===== src/rtl/aes_pkg.sv =====
// ---------------------------------------------------------------------------
// aes_pkg
// Shared definitions for the AES datapath: block/word geometry, the state
// and word types, the word-assembly fill states, and a byte-reverse helper
// used by both the input packer and the output-side unpacker.
// ---------------------------------------------------------------------------
package aes_pkg;

    localparam int AES_BLOCK_W = 128;
    localparam int AES_WORD_W  = 32;
    localparam int AES_WORDS   = AES_BLOCK_W / AES_WORD_W;

    typedef logic [AES_BLOCK_W-1:0] aes_state_t;
    typedef logic [AES_WORD_W-1:0]  aes_word_t;

    // Number of words already held in the assembly buffer.
    typedef enum logic [1:0] {
        FILL0 = 2'd0,
        FILL1 = 2'd1,
        FILL2 = 2'd2,
        FILL3 = 2'd3
    } fill_t;

    // Reverse the byte order of a word (little-endian bus <-> AES byte order).
    function automatic aes_word_t aes_byte_rev(input aes_word_t w);
        return {w[7:0], w[15:8], w[23:16], w[31:24]};
    endfunction

endpackage


===== src/rtl/aes_word_packer.sv =====
// ---------------------------------------------------------------------------
// aes_word_packer
// Input stage of the AES datapath. Collects four 32-bit words into a 128-bit
// plaintext block and hands it to the round-0 state register through a
// valid/ready handshake. Double-buffered: a 96-bit assembly buffer plus a
// 128-bit output register, so the next block fills while the previous one
// waits for the core.
//
// Ports:
//   clk        rising-edge clock
//   rstn       asynchronous active-low reset
//   flush      synchronous clear of the partially assembled block
//   in_valid   in_data holds a valid word
//   in_ready   a word can be accepted this cycle (combinational)
//   in_data    input word; first word of a block is state bytes 0..3
//   out_valid  out_data holds a complete block
//   out_ready  downstream accepts the block this cycle
//   out_data   assembled block, byte 0 at [127:120]
//   word_cnt   words held in the assembly buffer (0..3)
//
// Build option:
//   AES_PACKER_BYTESWAP_EN  byte-reverse every incoming word before storage
//                           (little-endian bus masters). Timing unchanged.
//
// State table (fill state == word_cnt; out_valid is the EMPTY/FULL flag)
//   state | meaning
//   FILL0 | no words buffered, next word goes to slot 0
//   FILL1 | slot 0 valid
//   FILL2 | slots 0..1 valid
//   FILL3 | slots 0..2 valid, next accepted word completes the block
// ---------------------------------------------------------------------------
module aes_word_packer
    import aes_pkg::*;
#(
    parameter int WORD_W  = AES_WORD_W,
    parameter int BLOCK_W = AES_BLOCK_W
) (
    input  logic               clk,
    input  logic               rstn,
    input  logic               flush,
    input  logic               in_valid,
    output logic               in_ready,
    input  logic [WORD_W-1:0]  in_data,
    output logic               out_valid,
    input  logic               out_ready,
    output logic [BLOCK_W-1:0] out_data,
    output logic [1:0]         word_cnt
);

    localparam int WORDS = BLOCK_W / WORD_W;

    fill_t             state;
    fill_t             state_nxt;
    logic              accept;
    logic              last_word;
    logic [WORD_W-1:0] word_in;
    logic [WORD_W-1:0] slot [0:WORDS-2];

`ifdef AES_PACKER_BYTESWAP_EN
    assign word_in = aes_byte_rev(in_data);
`else
    assign word_in = in_data;
`endif

    // The fourth word may only enter when the output register is free or is
    // being emptied in this same cycle.
    assign in_ready  = !flush && ((state != FILL3) || !out_valid || out_ready);
    assign accept    = in_valid && in_ready;
    assign last_word = accept && (state == FILL3);
    assign word_cnt  = state;

    always_ff @(posedge clk or negedge rstn) begin
        if (!rstn) begin
            state <= FILL0;
        end else begin
            state <= state_nxt;
        end
    end

    always_comb begin
        state_nxt = state;
        if (flush) begin
            state_nxt = FILL0;
        end else if (accept) begin
            case (state)
                FILL0:   state_nxt = FILL1;
                FILL1:   state_nxt = FILL2;
                FILL2:   state_nxt = FILL3;
                FILL3:   state_nxt = FILL0;
                default: state_nxt = FILL0;
            endcase
        end
    end

    // Assembly buffer: stale contents after a flush are simply overwritten.
    always_ff @(posedge clk or negedge rstn) begin
        if (!rstn) begin
            slot <= '{default: '0};
        end else if (accept) begin
            case (state)
                FILL0:   slot[0] <= word_in;
                FILL1:   slot[1] <= word_in;
                FILL2:   slot[2] <= word_in;
                default: ;
            endcase
        end
    end

    // Output register: a completing block wins over a same-cycle drain, so
    // out_valid stays high and out_data takes the new block.
    always_ff @(posedge clk or negedge rstn) begin
        if (!rstn) begin
            out_valid <= 1'b0;
            out_data  <= '0;
        end else if (last_word) begin
            out_valid <= 1'b1;
            out_data  <= {slot[0], slot[1], slot[2], word_in};
        end else if (out_valid && out_ready) begin
            out_valid <= 1'b0;
        end
    end

endmodule


===== config.mk =====
export PLATFORM = sky130hd
export DESIGN_NAME = aes_word_packer
export DESIGN_NICKNAME = d
export VERILOG_FILES = /design/src/rtl/aes_pkg.sv /design/src/rtl/aes_word_packer.sv
export SDC_FILE = /design/constraint.sdc
export NUM_CORES = 1
export LEC_CHECK = 0
export ABC_AREA = 1
export ABC_CLOCK_PERIOD_IN_PS = 1300
export CAP_MARGIN = 0
export CORE_MARGIN = 4
export CORE_UTILIZATION = 30
export DETAILED_ROUTE_END_ITERATION = 6
export DONT_BUFFER_PORTS = 1
export SYNTH_ARGS = -nofsm -noshare
export SYNTH_HDL_FRONTEND = slang
export SYNTH_SLANG_ARGS = --single-unit

===== constraint.sdc =====
create_clock -name clk -period 1.3 [get_ports clk]
set_input_delay 0.065 -clock clk [delete_from_list [all_inputs] [get_ports clk]]
set_output_delay 0.065 -clock clk [all_outputs]
set_load 0.005 [all_outputs]

==> impl_metrics.ini <==
[outcome]
run_status = finished with violations
violations = hold timing, setup timing

[clock_tree]
htree_levels = 1
clk_path_buf_depth = 3
number_of_buffers_added_by_the_clock_tree_synthesis_step = 25
ctsRootBufferMaster = sky130_fd_sc_hd__clkbuf_16
cts.sinks = 227
clock_network_latency_to_the_later_pin_of_the_worst_skew_pair_ps = 510
clock_pin_transition_on_the_worst_setup_and_hold_timing_paths_ps = 60
clock_tree_from_tritoncts = built
hold_buffers = 33

[drt]
post-route-drc-count = 0
vias = 6822
finalWirelength_mm = 27.2
post_drt_via_cell_ratio = 4.71
number_of_routed_nets_with_antenna_violations = 0
routed_wire_length_per_instance_um = 18.8
drt_first_iter_violations = 500
first_pass_iters = 5

[sta]
worst_slew_pin_slew_ps = 497
slew_headroom = 0.668
clock-skew-final_ps = 9.76
post_route_setup_slack_ps = -228
hold-worst-slack_ps = -739
period_needed_ps = 1530
totalNegativeSetupSlack_ps = -32580
timing.final.hold_violations = 325
final.period_utilization = 1.18
final_slew_viol_count = 0
rsz0062_at_grt = true
max_frequency_ghz = 0.654
setup_viol = 229

[worst_setup_path]
critical_path_arrival_ps = 1930
critical_path.max_fanout = 5
crit_path_start_kind = flop
crit_path_end_kind = flop
category_of_the_critical_setup_timing_path = reg2reg
critPathRequiredTime_ps = 1700

[floorplanning]
design.die.area_mm2 = 0.0332
design.portCount = 169
floorplan.initialDensity = 0.306
dieHeight_um = 182
dieWidth_um = 182
core_mm2 = 0.0298
fp-row-count = 63

[logic_synthesis]
average_cell_area_after_synthesis_um2 = 9.16
net_count_after_synthesis = 1038
ys_top_cells_by_area = sky130_fd_sc_hd__dfrtp_1, sky130_fd_sc_hd__nand2_1, sky130_fd_sc_hd__nand4_1
ys_warn_count = 0
ys_seq_area_frac = 0.623
synth_largest_type_area_fraction = 0.623
syn-instance-count = 996
yosys_register_bits = 227
synthesis.area_mm2 = 0.00912
synth_cell_types = 18
yosys.area.top_type = sky130_fd_sc_hd__dfrtp_1

[global_route]
antenna_found_initial = 5
global_route.usage.total = 0.158
globalRouteOverflowTotal = 0
grt_pass1_wl_mm = 42.1
via_count_of_the_first_global_routing_pass = 6771
grt_start_max_net_pins = 228

[placed_design]
finalWeightedCongestion = 0.768
place_hpwl_mm = 16.4
port_buffers = 0

[power]
max-vdd-ir-drop_mv = 0.715
finalPower_w = 0.0209
total_leakage_power_nw = 5.65
cellPowerDensity_mw_per_mm2 = 1860

[layout]
num-nets-final = 1082
area_growth_pct = 23.3
post_route_cells_drive_above_1_share = 0.106

[min_path]
min-delay-path-class = in2async

[job]
drv_cap = 0
layout make-up:
| class | instances | area (um2) |
|---|---|---|
| inverters | 132 | 500 |
| clock buffers | 34 | 709 |
| well taps | 390 | 488 |
| multi-input cells | 567 | 2690 |
| diodes | 3 | 7.51 |
| clock inverters | 8 | 51.3 |
| flip-flops and latches | 227 | 5680 |
| fillers | 2940 | 18600 |
| repair buffers | 87 | 1120 |
stage by stage:
| step | setup slack (ps) | cells | hold slack, ps | instance area, um2 | utilization |
|---|---|---|---|---|---|
| 2_1_floorplan | -53.1 | 996 | -231 | 9160 | - |
| 3_3_place_gp | -172 | 1350 | -218 | 9700 | 0.326 |
| 3_5_place_dp | -166 | 1350 | -221 | 9700 | 0.326 |
| 4_1_cts | -228 | 1442 | -769 | 11100 | 0.373 |
| 5_1_grt | -286 | 1446 | -762 | 11200 | 0.377 |
| 6_report | -228 | 1448 | -739 | 11200 | 0.377 |
logic make-up (layout without fill, tap and decap cells):
group | after synthesis | count (layout) | synth area share
DFF | 227 | 227 | 0.623
AOI/OAI and AO/OA | 128 | 128 | 0.0703
and+or+nand+nor | 434 | 434 | 0.209
other | 0 | 3 | 0
buffers and inverters | 202 | 261 | 0.0912
adders and majority gates | 5 | 5 | 0.00686
worst paths after layout:
kind	cells past startpoint	to	start	slack (ps)
min in group clk	2	slot[90]	in_valid	-300
worst min-delay path	0	out_data[114]	rstn	-740
worst max register to register	7	out_data[56]	word_cnt[0]	-230
worst max-delay path	7	out_data[56]	word_cnt[0]	-230
worst min register to register	2	slot[56]	slot[56]	480
max in group asynchronous	0	slot[69]	rstn	1610
placed cells by master, fill, tap and decap left out, drive strengths merged:
master,count
nand3,6
nand2,325
diode,3
ha,5
dfrtp,227
clkbuf,36
bufbuf,1
dlygate4sd3,33
or2,1
nor2,2
clkinv,5
clkinvlp,2
nand4,100
buf,51
o21ai,128
inv,133
flip-flops by register name, indices dropped and copies added, names as in the netlist:
name	cells
out_valid	1
word_cnt	2
slot	96
out_data	128
metal layers:
layer / vias up / routed length (um) / GRT usage
li1: 3280 / - / -
met1: 3272 / 11900 / 0.214
met2: 209 / 11600 / 0.228
met3: 57 / 2880 / 0.0662
met4: 4 / 843 / 0.0552
met5: - / 27 / 0
Yosys cell counts:
library cell               number
sky130_fd_sc_hd__nand4_1       99
sky130_fd_sc_hd__inv_2          1
sky130_fd_sc_hd__o21ai_0       74
sky130_fd_sc_hd__buf_2         43
sky130_fd_sc_hd__clkbuf_1      16
sky130_fd_sc_hd__nand3_1        6
sky130_fd_sc_hd__or2_2          1
sky130_fd_sc_hd__nand2_1      325
sky130_fd_sc_hd__nand4_2        1
sky130_fd_sc_hd__o21ai_1       54
sky130_fd_sc_hd__nor2_4         1
sky130_fd_sc_hd__dfrtp_1      227
sky130_fd_sc_hd__ha_1           5
sky130_fd_sc_hd__clkbuf_2       1
sky130_fd_sc_hd__buf_4          5
sky130_fd_sc_hd__inv_1        131
sky130_fd_sc_hd__nor2_1         1
sky130_fd_sc_hd__buf_1          5
report_power, final:
part / internal [W] / total (W) / switching (W) / leakage [nW]
combinational: 0.00148 / 0.00335 / 0.00187 / 2.28
clock: 0.00381 / 0.00663 / 0.00282 / 0.375
sequential: 0.00921 / 0.0109 / 0.00168 / 2.99
total: 0.0145 / 0.0209 / 0.00637 / 5.65
critical path, stage by stage, from the launching register on:
cell and delay [ps]:
sky130_fd_sc_hd__dfrtp_1 410, sky130_fd_sc_hd__ha_4 180, sky130_fd_sc_hd__buf_4 110, sky130_fd_sc_hd__nand4_4 130
sky130_fd_sc_hd__buf_8 200, sky130_fd_sc_hd__bufbuf_16 270, sky130_fd_sc_hd__nand2_1 70, sky130_fd_sc_hd__o21ai_1 60
timing repair:
action                     CTS  global route
buffers inserted             7             2
gates resized for setup     38            38
setup endpoints to repair  228           230
hold endpoints to repair   359           325
gates cloned                10             2
pin swaps                    6             1
Power figures use the tool's default switching activity.
